--- src/rtl/serializer_fsm.sv ---
// Parallel-to-serial stage: loads one LENGTH-bit word per din handshake, then emits one bit per dout handshake.
// First bit is visible the cycle after accept, followed by a one-cycle DONE gap; i_ready=0 holds the current bit.
module serializer_fsm #(
  parameter int LENGTH    = 24,
  parameter bit LSB_FIRST = 1'b1
) (
  input  logic              i_clk,
  input  logic              i_rst_n,
  input  logic              i_en,
  input  logic [LENGTH-1:0] iv_din,
  input  logic              i_din_valid,
  output logic              o_ready,
  output logic              o_dout,
  output logic              o_dout_valid,
  input  logic              i_ready,
  output logic              o_last,
  output logic              o_busy
);

  localparam int CW = $clog2(LENGTH) + 1;
  localparam logic [CW-1:0] LAST_IDX = CW'(LENGTH - 1);

  typedef enum logic [1:0] {
    IDLE  = 2'd0,
    SHIFT = 2'd1,
    DONE  = 2'd2
  } state_t;

  state_t            state_q, state_d;
  logic [LENGTH-1:0] shift_reg_q, shift_reg_d;
  logic [CW-1:0]     counter_q, counter_d;
  logic              ready_int;
  logic              dout_vld_int;

  always_ff @(posedge i_clk) begin
    if (!i_rst_n) begin
      state_q     <= IDLE;
      shift_reg_q <= '0;
      counter_q   <= '0;
    end else begin
      state_q     <= state_d;
      shift_reg_q <= shift_reg_d;
      counter_q   <= counter_d;
    end
  end

  // With i_en low every branch is skipped, so all state simply holds.
  always_comb begin
    state_d     = state_q;
    shift_reg_d = shift_reg_q;
    counter_d   = counter_q;
    if (i_en) begin
      case (state_q)
        IDLE: begin
          if (i_din_valid) begin
            shift_reg_d = iv_din;
            counter_d   = '0;
            state_d     = SHIFT;
          end
        end
        SHIFT: begin
          if (i_ready) begin
            shift_reg_d = LSB_FIRST ? {1'b0, shift_reg_q[LENGTH-1:1]}
                                    : {shift_reg_q[LENGTH-2:0], 1'b0};
            counter_d   = counter_q + CW'(1);
            if (counter_q == LAST_IDX) begin
              state_d = DONE;
            end
          end
        end
        DONE:    state_d = IDLE;
        default: state_d = IDLE;
      endcase
    end
  end

  always_comb begin
    ready_int    = (state_q == IDLE)  & i_en & i_rst_n;
    dout_vld_int = (state_q == SHIFT) & i_en & i_rst_n;
    o_ready      = ready_int;
    o_dout_valid = dout_vld_int;
    o_dout       = i_rst_n & (LSB_FIRST ? shift_reg_q[0] : shift_reg_q[LENGTH-1]);
    o_last       = dout_vld_int & (counter_q == LAST_IDX);
    o_busy       = (state_q != IDLE) & i_rst_n;
  end

endmodule

--- config.mk ---
export PLATFORM = sky130hd
export DESIGN_NAME = serializer_fsm
export DESIGN_NICKNAME = d
export VERILOG_FILES = /design/src/rtl/serializer_fsm.sv
export SDC_FILE = /design/constraint.sdc
export NUM_CORES = 1
export LEC_CHECK = 0
export BUFFER_PORTS_ARGS = -buffer_cell sky130_fd_sc_hd__buf_2
export CAP_MARGIN = 20
export CORE_MARGIN = 10
export CORE_UTILIZATION = 51
export DETAILED_ROUTE_END_ITERATION = 7
export PLACE_DENSITY_LB_ADDON = 0.1
export SLEW_MARGIN = 30
export SYNTH_ARGS = -nofsm -noshare
export SYNTH_HDL_FRONTEND = slang
export SYNTH_SLANG_ARGS = --single-unit
--- constraint.sdc ---
create_clock -name i_clk -period 1.78 [get_ports i_clk]
set_clock_uncertainty 0.05 [all_clocks]
set_input_delay 0.445 -clock i_clk [delete_from_list [all_inputs] [get_ports i_clk]]
set_output_delay 0.445 -clock i_clk [all_outputs]
set_load 0.02 [all_outputs]
Yosys cells after proc, flatten, opt, wreduce, memory -nomap -nowiden
Index checks and enable logic that the tools add are counted.
W data, S select, Z words.
{"block": "word_totals", "elab_cells": 31, "regBits": 32, "in_bits": 29, "output_inout_bits": 5}
{"block": "classes", "eq_ne": 5, "muxes": 10, "addsub": 1, "reduce_logical": 5, "n_bitwise": 7}
{"cell": "$mux W24", "count": 2}
{"cell": "$pmux W24 S2", "count": 1}
{"cell": "$mux W6", "count": 2}
{"cell": "$pmux W6 S2", "count": 1}
{"cell": "$reduce_and A4 Y1", "count": 2}
{"cell": "$and A1 B1 Y1", "count": 7}
{"cell": "$add A6 B1 Y6 const B", "count": 1}
{"cell": "$eq A6 B5 Y1 const B", "count": 1}
{"cell": "$mux W2", "count": 3}
{"cell": "$ne A2 B2 Y1 const B", "count": 3}
{"cell": "$pmux W2 S2", "count": 1}
{"cell": "$reduce_bool A2 Y1", "count": 2}
{"cell": "$eq A2 B1 Y1 const B", "count": 1}
{"cell": "$logic_not A2 Y1", "count": 1}

Depth between registers and ports, before layout
Gate-level depths: netlist of run 1.
{"block": "logic_depth", "word_depth": 4, "ltp_mapped": 6, "depth_no_buf": 4}

Worst setup path before layout of run 1
OpenSTA, ideal clock, no wires.
{"block": "synth_path", "kind": "register to output", "start": "register state_q[0]", "end": "output o_last", "required_time_ns": 1.285, "arrival_ns": 1.443, "stages_incl_launch_ff": 7, "path_buffers": 3, "setup_slack_ns": -0.158, "path_cell_list": "dfxtp_1 -> buf_4 -> nand2b_1 -> buf_4 -> buf_6 -> nor2_1 -> and3_1"}
{"block": "synth_between", "elab_chain_cells": 4}
{"item": "start, declared", "line": "29", "text": "state_t state_q, state_d;"}
{"item": "start signal, assigned", "line": "41", "text": "state_q <= state_d;"}
{"item": "$eq A2 B1 Y1", "line": "79", "text": "dout_vld_int = (state_q == SHIFT) & i_en & i_rst_n;"}
{"item": "$and A1 B1 Y1 (2 in a row)", "line": "79"}
{"item": "named net o_dout_valid", "line": "14", "text": "output logic o_dout_valid,"}
{"item": "$and A1 B1 Y1", "line": "83", "text": "o_last = dout_vld_int & (counter_q == LAST_IDX);"}
{"item": "end, declared", "line": "16", "text": "output logic o_last,"}
The timed path passes the listed nets, and every way through them passes these cells.

Worst setup path after layout of run 1
{"block": "layout_path", "start": "register counter_q[1]", "end": "output o_last"}
{"block": "layout_between", "elab_chain_cells": 2}
{"item": "start, declared", "line": "31", "text": "logic [CW-1:0] counter_q, counter_d;"}
{"item": "start signal, assigned", "line": "43", "text": "counter_q <= counter_d;"}
{"item": "$eq A6 B5 Y1", "line": "83"}
{"item": "$and A1 B1 Y1", "line": "83"}
No other way between the ends.

==> load_flow_metrics.sql, run 1 <==
INSERT INTO impl_metrics (metric_group, metric, value, unit) VALUES
('clocking', 'cts-root-to-sink-buffers', '2', ''),
('critical_path', 'timing.setup.critical_path_class', 'reg2out', ''),
('clocking', 'h-tree-depth', '2', ''),
('timing', 'timing_hold_violations_final', '0', ''),
('final_layout', 'layout.nets', '234', ''),
('synthesis', 'yosys.area_share.adder', '0.7813', '%'),
('synthesis', 'netlist.area_leader.share', '40.00', '%'),
('timing', 'final.setup.worst_slack', '-0.03741', 'ns'),
('synthesis', 'synth_nets', '200', ''),
('synthesis', 'synth.lib_cells_used.distinct', '32', ''),
('detailed_routing', 'drt_pass1_iterations', '4', ''),
('timing', 'finalSetupViolCount', '1', ''),
('synthesis', 'synth.cell_area', '0.001602', 'mm2'),
('timing', 'worst_slew_pin_slew', '0.4036', 'ns'),
('run_status', 'violations_in_the_final_reports', 'negative setup slack', ''),
('grt', 'grt_util_overall', '13.40', '%'),
('final_layout', 'flow.area_growth_from_synthesis', '19.45', '%'),
('floorplan', 'placeable_core_area', '0.003028', 'mm2'),
('clocking', 'clk_root_buffer_cell', 'sky130_fd_sc_hd__clkbuf_4', ''),
('synthesis', 'largest_family_of_logic_cells_by_synthesized_area', 'compound AO/OA/AOI/OAI gates', ''),
('timing', 'fin_crit', '1.817', 'ns'),
('grt', 'grt_max_degree', '27', ''),
('critical_path', 'critical_path.endpoint_type', 'output pin', ''),
('timing', 'max_clock_freq', '550.2', 'MHz'),
('grt', 'first_pass_grt_wire_length', '6672', 'um'),
('placed_design', 'gp_routability_congestion', '0.8102', ''),
('worst_hold_path', 'min_path_type', 'in2reg', ''),
('floorplan', 'initial_utilization', '52.89', '%'),
('detailed_routing', 'totalWireLength', '3849', 'um'),
('detailed_routing', 'routed-via-count', '1431', ''),
('final_layout', 'final.fill_count', '253', ''),
('grt', 'overflow', '0', ''),
('pwr', 'power_density', '778.5', 'mW/mm2'),
('clocking', 'clk_pin_slew_worst_paths', '0.09', 'ns'),
('timing', 'min_period_over_period', '102.1', '%'),
('pwr', 'power', '1.489', 'mW'),
('floorplan', 'floorplan.die_area', '0.005782', 'mm2'),
('placed_design', 'dpl-instance-area', '0.001800', 'mm2'),
('grt', 'number_of_antenna_violations_at_the_first_check_in_global_routing', '0', ''),
('final_layout', 'finalInstanceArea', '0.001913', 'mm2'),
('floorplan', 'floorplan.rows', '20', ''),
('timing', 'max_slew_margin_vs_limit', '73.09', '%'),
('critical_path', 'cp_num_buf_inv', '1', ''),
('synthesis', 'synth-seq-cells', '32', ''),
('run_status', 'run_status', 'complete, but fails checks', ''),
('pwr', 'worst_ir_drop_vdd', '0.4820', 'mV'),
('timing', 'grt_setup_unrepaired', 'true', ''),
('clocking', 'clock_insertion_delay_worst_skew', '0.33', 'ns'),
('pwr', 'power_leakage', '0.8335', 'nW'),
('detailed_routing', 'wl_per_cell', '15.46', 'um'),
('floorplan', 'die_height', '76.04', 'um'),
('placed_design', 'place.detailed.hpwl', '2585', 'um'),
('detailed_routing', 'drc', '0', ''),
('synthesis', 'synth_compound_gate_area_share', '22.73', '%'),
('grt', 'number_of_global_route_vias_before_repair', '1495', ''),
('critical_path', 'cp_slowest_stage_delay', '0.37', 'ns'),
('synthesis', 'synth_top_cell_by_area', 'sky130_fd_sc_hd__dfxtp_1', ''),
('critical_path', 'cpMaxStageDelayCell', 'sky130_fd_sc_hd__dfxtp_2', ''),
('synthesis', 'post_synth_and_or_nand_nor_area_fraction', '12.27', '%'),
('critical_path', 'required', '1.28', 'ns'),
('synthesis', 'post_synth_mux_area_share', '17.73', '%'),
('synthesis', 'synthCells', '170', ''),
('synthesis', 'post_synth_xor_area_fraction', '0', '%'),
('synthesis', 'synth.avg_cell_area', '9.421', 'um2'),
('clocking', 'cts_tree', 'yes', ''),
('floorplan', 'die_width', '76.04', 'um'),
('final_layout', 'fin_util', '63.18', '%'),
('clocking', 'numCtsBuffers', '5', ''),
('floorplan', 'design.portCount', '34', ''),
('critical_path', 'worstPathMaxFanout', '2', ''),
('synthesis', 'most_area_consuming_cells_after_synthesis', 'sky130_fd_sc_hd__dfxtp_1, sky130_fd_sc_hd__mux2i_1, sky130_fd_sc_hd__a211oi_1, sky130_fd_sc_hd__a21oi_1, sky130_fd_sc_hd__buf_2', '');
[sequential cells by signal (all words and copies together), names as in the netlist]
signal,flops
shift_reg_q,24
state_q,2
counter_q,6
[metal layers]
metal  part of all wire [%]  GRT usage [%]  wire (um)  vias to the layer above
li1                       -              -          -                      714
met1                     42          14.81       1631                      673
met2                     51          22.36       1956                       34
met3                    5.1          4.835        195                       10
met4                    1.7          6.061         66                        0
met5                      0              0          0                        -
[placed cells by master (no fill, tap or decap), types with 2 or more instances in the layout]
cell type and count:
sky130_fd_sc_hd__a211oi_1 23, sky130_fd_sc_hd__a21oi_1 29, sky130_fd_sc_hd__buf_12 2, sky130_fd_sc_hd__buf_2 32, sky130_fd_sc_hd__buf_4 7, sky130_fd_sc_hd__clkbuf_1 2
sky130_fd_sc_hd__clkbuf_4 5, sky130_fd_sc_hd__dfxtp_1 27, sky130_fd_sc_hd__dfxtp_2 5, sky130_fd_sc_hd__mux2i_1 25, sky130_fd_sc_hd__nand2_1 6, sky130_fd_sc_hd__nand2b_1 2
sky130_fd_sc_hd__nand3_1 6, sky130_fd_sc_hd__nand4_1 2, sky130_fd_sc_hd__nand4b_1 2, sky130_fd_sc_hd__nor2_1 2, sky130_fd_sc_hd__nor2_2 2, sky130_fd_sc_hd__o21ai_0 3
sky130_fd_sc_hd__o31ai_1 3, sky130_fd_sc_hd__or3_1 2, sky130_fd_sc_hd__or4_1 2
[Yosys cell counts, drive strengths merged]
| cell | count |
|---|---|
| nor2 | 4 |
| inv | 1 |
| nand3 | 6 |
| nor3 | 1 |
| a21oi | 29 |
| dfxtp | 32 |
| a211oi | 23 |
| nor2b | 1 |
| and3 | 1 |
| nand2 | 6 |
| nand2b | 2 |
| nor4bb | 1 |
| or4 | 2 |
| nand4b | 2 |
| o31ai | 3 |
| o32ai | 1 |
| nand4 | 2 |
| mux2i | 26 |
| clkbuf | 2 |
| buf | 13 |
| nand4bb | 1 |
| nor4 | 1 |
| and2 | 1 |
| ha | 1 |
| nand3b | 1 |
| clkinv | 1 |
| or3 | 2 |
| mux2 | 1 |
| o21ai | 3 |
[what timing repair did]
| action | 4_1_cts | 5_1_grt |
|---|---|---|
| resized for setup | 7 | 3 |
| hold endpoints to repair | 0 | 0 |
| buffers inserted | 3 | 0 |
| pin swaps | 3 | 1 |
| setup endpoints to repair | 1 | 1 |
[logic make-up (layout without fill, tap and decap cells)]
group,after synthesis,in the layout
compound gates,59,59
simple gates,34,34
flops,32,32
mux,27,27
buf+inv,17,52
fa+ha+maj,1,1
[report_power, final]
group / internal, mW / leakage, nW / switching, mW
logic: 0.128 / 0.536 / 0.148
registers: 0.762 / 0.265 / 0.0271
clock network: 0.195 / 0.0326 / 0.230
[tightest hold or removal path: cells and delay by family]
kind / cells / cell delay [ns]
AO/OA/AOI/OAI: 1 / 0.06
buffers and inverters: 1 / 0.10
AND/OR/NAND/NOR: 1 / 0.09
[layout make-up]
| class | instances | area, um2 | share of cell area [%] |
|---|---|---|---|
| flip-flops and latches | 32 | 646.9 | 33.81 |
| repair buffers | 42 | 264.0 | 13.80 |
| clock buffers | 8 | 58.81 | 3.074 |
| multi-input cells | 121 | 880.8 | 46.04 |
| inverters | 2 | 7.507 | 0.3924 |
| well taps | 44 | 55.05 | 2.878 |
[worst paths after layout]
kind / from / end / slack [ns] / cells past startpoint
setup / recovery: counter_q[1]$_SDFFE_PN0P_ / o_last / -0.04 / 4
hold / removal: iv_din[23] / shift_reg_q[23]$_SDFFE_PN0P_ / 0.36 / 3
setup reg to reg: state_q[1]$_SDFFE_PN0P_ / shift_reg_q[16]$_SDFFE_PN0P_ / 0.18 / 4
hold reg to reg: shift_reg_q[23]$_SDFFE_PN0P_ / shift_reg_q[23]$_SDFFE_PN0P_ / 0.45 / 2
[per-stage QoR]
| step | instances | hold slack (ns) |
|---|---|---|
| 6_report | 249 | 0.3567 |
| 5_1_grt | 249 | 0.3303 |
| 4_1_cts | 249 | 0.3374 |
| 3_5_place_dp | 238 | 0.4366 |
| 3_3_place_gp | 238 | 0.4334 |
| 2_1_floorplan | 170 | 0.3990 |
Power figures use the tool's default switching activity.
==> run 2, diff against run 1 <==
Settings changed: ABC_AREA from default to 1.
==> load_flow_metrics.sql, run 2 <==
INSERT INTO impl_metrics (metric_group, metric, value, unit) VALUES
('run_status', 'run_status', 'complete, but fails checks', ''),
('run_status', 'violations_in_the_final_reports', 'negative setup slack', ''),
('synthesis', 'netlist_top_cells_count', 'sky130_fd_sc_hd__nand2_1, sky130_fd_sc_hd__nor2_1, sky130_fd_sc_hd__dfxtp_1', ''),
('final_layout', 'insertedDiodeCount', '0', ''),
('job', 'maxCapViolations', '0', ''),
('clocking', 'cts_tree', 'yes', ''),
('floorplan', 'die_height', '76.13', 'um'),
('clocking', 'clock_insertion_delay_worst_skew', '0.33', 'ns'),
('placed_design', 'place.detailed.hpwl', '2679', 'um'),
('synthesis', 'dominantRegCellSynth', 'sky130_fd_sc_hd__dfxtp_1', ''),
('timing', 'min_period_over_period', '106.2', '%'),
('detailed_routing', 'route.detailed.vias_per_inst', '4.659', ''),
('placed_design', 'place.port_buffers', '33', ''),
('timing', 'worst_slew_pin_slew', '0.2524', 'ns'),
('detailed_routing', 'totalWireLength', '3579', 'um'),
('placed_design', 'dpl-instance-area', '0.001864', 'mm2'),
('clocking', 'h-tree-depth', '2', ''),
('final_layout', 'finalInstanceArea', '0.001959', 'mm2'),
('detailed_routing', 'wl_per_cell', '10.43', 'um'),
('worst_hold_path', 'min_path_type', 'in2reg', ''),
('critical_path', 'r2r_setup_slack', '0.34', 'ns'),
('pwr', 'worst_ir_drop_vdd', '0.5229', 'mV'),
('grt', 'first_pass_grt_wire_length', '6265', 'um'),
('placed_design', 'gp_routability_congestion', '0.7734', ''),
('floorplan', 'design.portCount', '34', ''),
('timing', 'slew_violations', '0', ''),
('floorplan', 'floorplan.die_area', '0.005795', 'mm2'),
('timing', 'fin_crit', '1.891', 'ns'),
('clocking', 'clk_sink_count', '32', ''),
('synthesis', 'synthMostInstantiatedCell', 'sky130_fd_sc_hd__nand2_1', ''),
('final_layout', 'fin_util', '64.71', '%'),
('grt', 'overflow', '0', ''),
('floorplan', 'initial_utilization', '53.06', '%'),
('critical_path', 'worstPathMaxFanout', '3', ''),
('pwr', 'internal-power', '1.128', 'mW'),
('synthesis', 'most_area_consuming_cells_after_synthesis', 'sky130_fd_sc_hd__dfxtp_1, sky130_fd_sc_hd__nand2_1, sky130_fd_sc_hd__nor2_1, sky130_fd_sc_hd__o21ai_0, sky130_fd_sc_hd__inv_1', ''),
('synthesis', 'synth.cell_area', '0.001607', 'mm2'),
('floorplan', 'placeable_core_area', '0.003028', 'mm2'),
('critical_path', 'timing.setup.critical_path_class', 'reg2out', ''),
('synthesis', 'synth_edf_count', '0', ''),
('final_layout', 'flow.area_growth_from_synthesis', '21.96', '%'),
('synthesis', 'synth.avg_cell_area', '6.251', 'um2'),
('synthesis', 'netlist.area_leader.share', '39.88', '%'),
('timing', 'hold-worst-slack', '0.3334', 'ns'),
('grt', 'number_of_global_route_vias_before_repair', '1562', ''),
('critical_path', 'worst_r2r_startpoint', 'state_q[1]$_SDFFE_PN0P_', ''),
('clocking', 'quantity_of_hold_fixing_buffers_added_after_cts', '0', ''),
('final_layout', 'largestRegisters', 'shift_reg_q (24), counter_q (6), state_q (2)', ''),
('critical_path', 'worst_ep_arrival_time', '1.40', 'ns'),
('critical_path', 'reg2regPathDepth', '7', ''),
('synthesis', 'synth.yosys.warnings', '0', ''),
('detailed_routing', 'drt_iter0_drc', '60', ''),
('final_layout', 'top_register', 'shift_reg_q', ''),
('timing', 'final.setup.worst_slack', '-0.1111', 'ns'),
('clocking', 'clk_root_buffer_cell', 'sky130_fd_sc_hd__clkbuf_4', ''),
('pwr', 'power.switching_fraction', '29.46', '%'),
('timing', 'grt_setup_unrepaired', 'true', ''),
('pwr', 'power_leakage', '0.9597', 'nW'),
('pwr', 'pwr-share-clk', '26.5', '%'),
('clocking', 'clk_pin_slew_worst_paths', '0.09', 'ns'),
('synthesis', 'postSynth.asyncResetShare', '0', '%'),
('critical_path', 'worst_setup_path_startpoint', 'counter_q[0]$_SDFFE_PN0P_', ''),
('critical_path', 'critical_path.endpoint_type', 'output pin', ''),
('pwr', 'netSwitchingPower', '0.4710', 'mW'),
('detailed_routing', 'drc', '0', ''),
('final_layout', 'most_common_cell_after_layout_fill_and_taps_aside', 'sky130_fd_sc_hd__nand2_1', ''),
('placed_design', 'preCtsSetupSlack', '0.1314', 'ns'),
('synthesis', 'synth_top_cell_by_area', 'sky130_fd_sc_hd__dfxtp_1', ''),
('critical_path', 'critical_path.startpoint_type', 'flip-flop', ''),
('synthesis', 'synth-seq-cells', '32', ''),
('critical_path', 'required', '1.28', 'ns'),
('synthesis', 'synthCells', '257', ''),
('clocking', 'numCtsBuffers', '5', ''),
('clocking', 'cts-root-to-sink-buffers', '2', ''),
('detailed_routing', 'drt_pass1_iterations', '4', ''),
('final_layout', 'layout.nets', '328', ''),
('pwr', 'pwr-share-seq', '51.3', '%'),
('critical_path', 'worstSetupEndpoint', 'o_last', ''),
('grt', 'grt_util_overall', '12.50', '%'),
('timing', 'timing_hold_violations_final', '0', ''),
('grt', 'grt_max_degree', '18', ''),
('synthesis', 'synth.lib_cells_used.distinct', '24', ''),
('detailed_routing', 'ant_nets', '0', ''),
('timing', 'max_slew_margin_vs_limit', '83.15', '%'),
('synthesis', 'synth_nets', '287', ''),
('timing', 'finalSetupViolCount', '1', ''),
('timing', 'max_clock_freq', '528.8', 'MHz'),
('final_layout', 'drive_gt1_share', '22.07', '%'),
('critical_path', 'crit-reg2reg-capture', 'shift_reg_q[3]$_SDFFE_PN0P_', ''),
('synthesis', 'synth_sequential_area_ratio', '39.88', '%'),
('pwr', 'power_density', '816.1', 'mW/mm2'),
('floorplan', 'floorplan.rows', '20', ''),
('pwr', 'power_frac_comb', '22.2', '%'),
('final_layout', 'largest_register_ff_count', '24', ''),
('detailed_routing', 'routed-via-count', '1598', ''),
('grt', 'number_of_antenna_violations_at_the_first_check_in_global_routing', '0', ''),
('final_layout', 'mostFrequentLayoutCells', 'sky130_fd_sc_hd__nand2_1, sky130_fd_sc_hd__nor2_1, sky130_fd_sc_hd__buf_2', ''),
('floorplan', 'die_width', '76.13', 'um');
[run 2: cell types whose count changed after synthesis, moves of 3 or more]
cell	before	now
sky130_fd_sc_hd__nand2_1	6	86
sky130_fd_sc_hd__inv_1	1	14
sky130_fd_sc_hd__o21ai_0	3	17
sky130_fd_sc_hd__mux2i_1	25	0
sky130_fd_sc_hd__nor2_1	4	63
sky130_fd_sc_hd__o21ai_1	0	9
sky130_fd_sc_hd__o31ai_1	3	0
sky130_fd_sc_hd__a211oi_1	23	0
sky130_fd_sc_hd__a21oi_1	29	4
sky130_fd_sc_hd__buf_2	8	4
[run 2: worst min path at each step]
stage               cells past startpoint                          from                      endpoint  slack (ns)
finish                                  3                    iv_din[23]  shift_reg_q[23]$_SDFFE_PN0P_        0.33
global route                            3                    iv_din[23]  shift_reg_q[23]$_SDFFE_PN0P_        0.35
CTS                                     3                    iv_din[23]  shift_reg_q[23]$_SDFFE_PN0P_        0.32
detailed placement                      2  shift_reg_q[23]$_SDFFE_PN0P_  shift_reg_q[23]$_SDFFE_PN0P_        0.40
global placement                        2  shift_reg_q[23]$_SDFFE_PN0P_  shift_reg_q[23]$_SDFFE_PN0P_        0.40
floorplan                               2  shift_reg_q[23]$_SDFFE_PN0P_  shift_reg_q[23]$_SDFFE_PN0P_        0.39
[run 2: through the flow]
| stage | total power, mW | std cells | TNS [ns] |
|---|---|---|---|
| after detailed placement | 1.182 | 333 | 0 |
| after CTS | 1.619 | 343 | -0.1495 |
| after global routing | 1.719 | 343 | -0.2821 |
| after global placement | 1.179 | 333 | 0 |
| after floorplan | 1.076 | 257 | -0.09139 |
| final | 1.599 | 343 | -0.1111 |
[run 2: kinds of logic after synthesis]
| logic type | after synthesis | share of synthesized area [%] |
|---|---|---|
| adders and majority gates | 1 | 0.7787 |
| and+or+nand+nor | 162 | 39.41 |
| buffers and inverters | 28 | 8.099 |
| AOI/OAI and AO/OA | 34 | 11.84 |
| DFF | 32 | 39.88 |
[run 2: power by group through the flow]
stage / logic (mW) / registers [mW] / clock network [mW]
2_1_floorplan: 0.248 / 0.828 / 0
3_3_place_gp: 0.345 / 0.834 / 0
3_5_place_dp: 0.346 / 0.836 / 0
4_1_cts: 0.357 / 0.818 / 0.444
5_1_grt: 0.409 / 0.830 / 0.481
6_report: 0.355 / 0.821 / 0.424
[run 2: area by class of cell]
cell class	instances	area (um2)
clock buffers	8	58.81
fillers	287	1069
inverters	16	60.06
multi-input cells	197	863.3
flip-flops and latches	32	644.4
well taps	44	55.05
repair buffers	46	277.8
[run 2: worst max-delay path, cell delays in order (launching register included)]
cell	delay, ns
sky130_fd_sc_hd__dfxtp_2	0.37
sky130_fd_sc_hd__ha_4	0.14
sky130_fd_sc_hd__nand2_2	0.06
sky130_fd_sc_hd__nor2_1	0.09
sky130_fd_sc_hd__nand2_1	0.09
sky130_fd_sc_hd__nor4_2	0.15
sky130_fd_sc_hd__buf_4	0.18
[run 2: timing repair]
action	CTS	global route
buffers inserted	2	0
setup endpoints to repair	2	2
resized for setup	4	3
[run 2: routing by layer]
layer  up-vias  share of wire, %  global-route usage, %
li1        881                 -                      -
met4         0               1.5                  5.948
met2        19                50                  22.87
met5         -                 0                      0
met3         7               4.0                  3.656
met1       691                45                  12.63
==> run 3, diff against run 2 <==
Clock period 1.78 ns to 2.2 ns, I/O delays scaled along.
==> load_flow_metrics.sql, run 3 (same netlist as run 2, synthesis figures left out) <==
INSERT INTO impl_metrics (metric_group, metric, value, unit) VALUES
('critical_path', 'cp_slowest_stage_delay', '0.37', 'ns'),
('timing', 'fin_crit', '2.133', 'ns'),
('final_layout', 'largest_register_ff_count', '24', ''),
('timing', 'min_period_over_period', '96.95', '%'),
('final_layout', 'mostFrequentLayoutCells', 'sky130_fd_sc_hd__nand2_1, sky130_fd_sc_hd__nor2_1, sky130_fd_sc_hd__buf_2', ''),
('final_layout', 'top_register', 'shift_reg_q', ''),
('run_status', 'run_status', 'finished clean', ''),
('timing', 'max_slew_margin_vs_limit', '69.68', '%'),
('clocking', 'h-tree-depth', '2', ''),
('floorplan', 'die_height', '76.13', 'um'),
('floorplan', 'floorplan.rows', '20', ''),
('worst_hold_path', 'min_delay_path_depth', '2', ''),
('detailed_routing', 'drt_pass1_iterations', '4', ''),
('detailed_routing', 'route.detailed.vias_per_inst', '4.854', ''),
('timing', 'finalSetupViolCount', '0', ''),
('final_layout', 'drive_gt1_share', '20.27', '%'),
('pwr', 'power_density', '658.1', 'mW/mm2'),
('placed_design', 'place.port_buffers', '33', ''),
('final_layout', 'fin_util', '62.44', '%'),
('timing', 'max_clock_freq', '468.8', 'MHz'),
('pwr', 'power', '1.244', 'mW'),
('grt', 'grt_util_overall', '13.18', '%'),
('critical_path', 'timing.critical_path.mode_cell', 'sky130_fd_sc_hd__nand2_2', ''),
('timing', 'slew_violations', '0', ''),
('critical_path', 'critical_path.endpoint_type', 'output pin', ''),
('critical_path', 'path_cells', 'ha_4, nand2_2, nor2_2, nand2_2, nor4_4, buf_4', ''),
('detailed_routing', 'routed-via-count', '1626', ''),
('clocking', 'cts_tree', 'yes', ''),
('floorplan', 'design.portCount', '34', ''),
('clocking', 'clock_insertion_delay_worst_skew', '0.33', 'ns'),
('floorplan', 'die_width', '76.13', 'um'),
('clocking', 'clk_root_buffer_cell', 'sky130_fd_sc_hd__clkbuf_4', ''),
('grt', 'first_pass_grt_wire_length', '6534', 'um'),
('placed_design', 'gp_routability_congestion', '0.7813', ''),
('critical_path', 'timing.setup.critical_path_class', 'reg2out', ''),
('final_layout', 'final_cell_count_no_fill', '335', ''),
('grt', 'grt_max_degree', '30', ''),
('placed_design', 'place.detailed.hpwl', '2528', 'um'),
('final_layout', 'insertedDiodeCount', '0', ''),
('detailed_routing', 'drt_iter0_drc', '138', ''),
('final_layout', 'largestRegisters', 'shift_reg_q (24), counter_q (6), state_q (2)', ''),
('critical_path', 'reg2regPathDepth', '8', ''),
('floorplan', 'floorplan.die_area', '0.005795', 'mm2'),
('timing', 'worst_slew_pin_slew', '0.4541', 'ns'),
('critical_path', 'required', '1.60', 'ns'),
('pwr', 'power_leakage', '0.9205', 'nW'),
('clocking', 'cts-root-to-sink-buffers', '2', ''),
('placed_design', 'placedCellCount', '325', ''),
('critical_path', 'worstPathMaxFanout', '3', ''),
('critical_path', 'worst_ep_arrival_time', '1.53', 'ns'),
('final_layout', 'most_common_cell_after_layout_fill_and_taps_aside', 'sky130_fd_sc_hd__nand2_1', ''),
('clocking', 'clk_sink_count', '32', ''),
('worst_hold_path', 'min_path_type', 'reg2reg', ''),
('job', 'maxCapViolations', '0', ''),
('grt', 'overflow', '0', ''),
('grt', 'number_of_global_route_vias_before_repair', '1551', ''),
('detailed_routing', 'totalWireLength', '3853', 'um'),
('critical_path', 'critical_path.startpoint_type', 'flip-flop', ''),
('detailed_routing', 'ant_nets', '0', ''),
('clocking', 'numCtsBuffers', '5', ''),
('detailed_routing', 'drc', '0', ''),
('floorplan', 'placeable_core_area', '0.003028', 'mm2'),
('clocking', 'clk_pin_slew_worst_paths', '0.09', 'ns'),
('floorplan', 'initial_utilization', '53.06', '%'),
('final_layout', 'layout.nets', '321', ''),
('pwr', 'worst_ir_drop_vdd', '0.3450', 'mV'),
('clocking', 'quantity_of_hold_fixing_buffers_added_after_cts', '0', ''),
('timing', 'timing_hold_violations_final', '0', ''),
('critical_path', 'cpMaxStageDelayCell', 'sky130_fd_sc_hd__dfxtp_4', ''),
('final_layout', 'flow.area_growth_from_synthesis', '17.68', '%'),
('grt', 'number_of_antenna_violations_at_the_first_check_in_global_routing', '0', ''),
('detailed_routing', 'wl_per_cell', '11.50', 'um');
run 3: cell type report:
class / count / area (um2)
Timing Repair Buffer: 39 / 212.7
Sequential cell: 32 / 645.6
Multi-Input combinational cell: 197 / 870.8
Tap cell: 44 / 55.05
Clock buffer: 6 / 41.29
Clock inverter: 1 / 5.005
Fill cell: 321 / 1137
Inverter: 16 / 60.06
run 3: path summary, 6_finish.rpt:
check / startpoint / to / slack (ns)
setup reg to reg: state_q[1]$_SDFFE_PN0P_ / shift_reg_q[12]$_SDFFE_PN0P_ / 0.45
setup / recovery: counter_q[0]$_SDFFE_PN0P_ / o_last / 0.07
hold reg to reg: shift_reg_q[23]$_SDFFE_PN0P_ / shift_reg_q[23]$_SDFFE_PN0P_ / 0.42
hold / removal: shift_reg_q[23]$_SDFFE_PN0P_ / shift_reg_q[23]$_SDFFE_PN0P_ / 0.42
run 3: power breakdown:
| group | switching [mW] | total [mW] | internal (mW) | leakage, nW |
|---|---|---|---|---|
| registers | 0.0310 | 0.664 | 0.633 | 0.264 |
| clock network | 0.194 | 0.312 | 0.118 | 0.0281 |
| logic | 0.167 | 0.269 | 0.102 | 0.628 |
run 3: what timing repair did:
action | 4_1_cts | 5_1_grt
endpoints found under the setup margin | 0 | 1
gates resized for setup | 0 | 10
setup buffers | 0 | 3
hold endpoints to repair | 0 | 0
run 3: per-stage QoR:
| stage | cell area [um2] | setup TNS (ns) | hold slack (ns) | setup WS [ns] |
|---|---|---|---|---|
| 2_1_floorplan | 1613 | 0 | 0.3905 | 0.001494 |
| 3_3_place_gp | 1785 | 0 | 0.4052 | 0.3225 |
| 3_5_place_dp | 1785 | 0 | 0.4093 | 0.3292 |
| 4_1_cts | 1832 | 0 | 0.4253 | 0.01071 |
| 5_1_grt | 1891 | -0.006654 | 0.4315 | -0.006654 |
| 6_report | 1891 | 0 | 0.4220 | 0.06702 |
run 3: metal layers:
metal  track usage (%)  vias to the layer above  part of all wire, %
li1                  -                      865                    -
met2             23.30                       25                   49
met1             14.29                      732                   45
met3             4.599                        4                  3.9
met4             4.275                        0                  1.2
met5                 0                        -                    0
run 3: worst max-delay path: cells and delay by family (launching register included):
family / cells / cell delay (ns)
buf+inv: 1 / 0.19
fa+ha+maj: 1 / 0.13
simple gates: 4 / 0.53
flops: 1 / 0.37
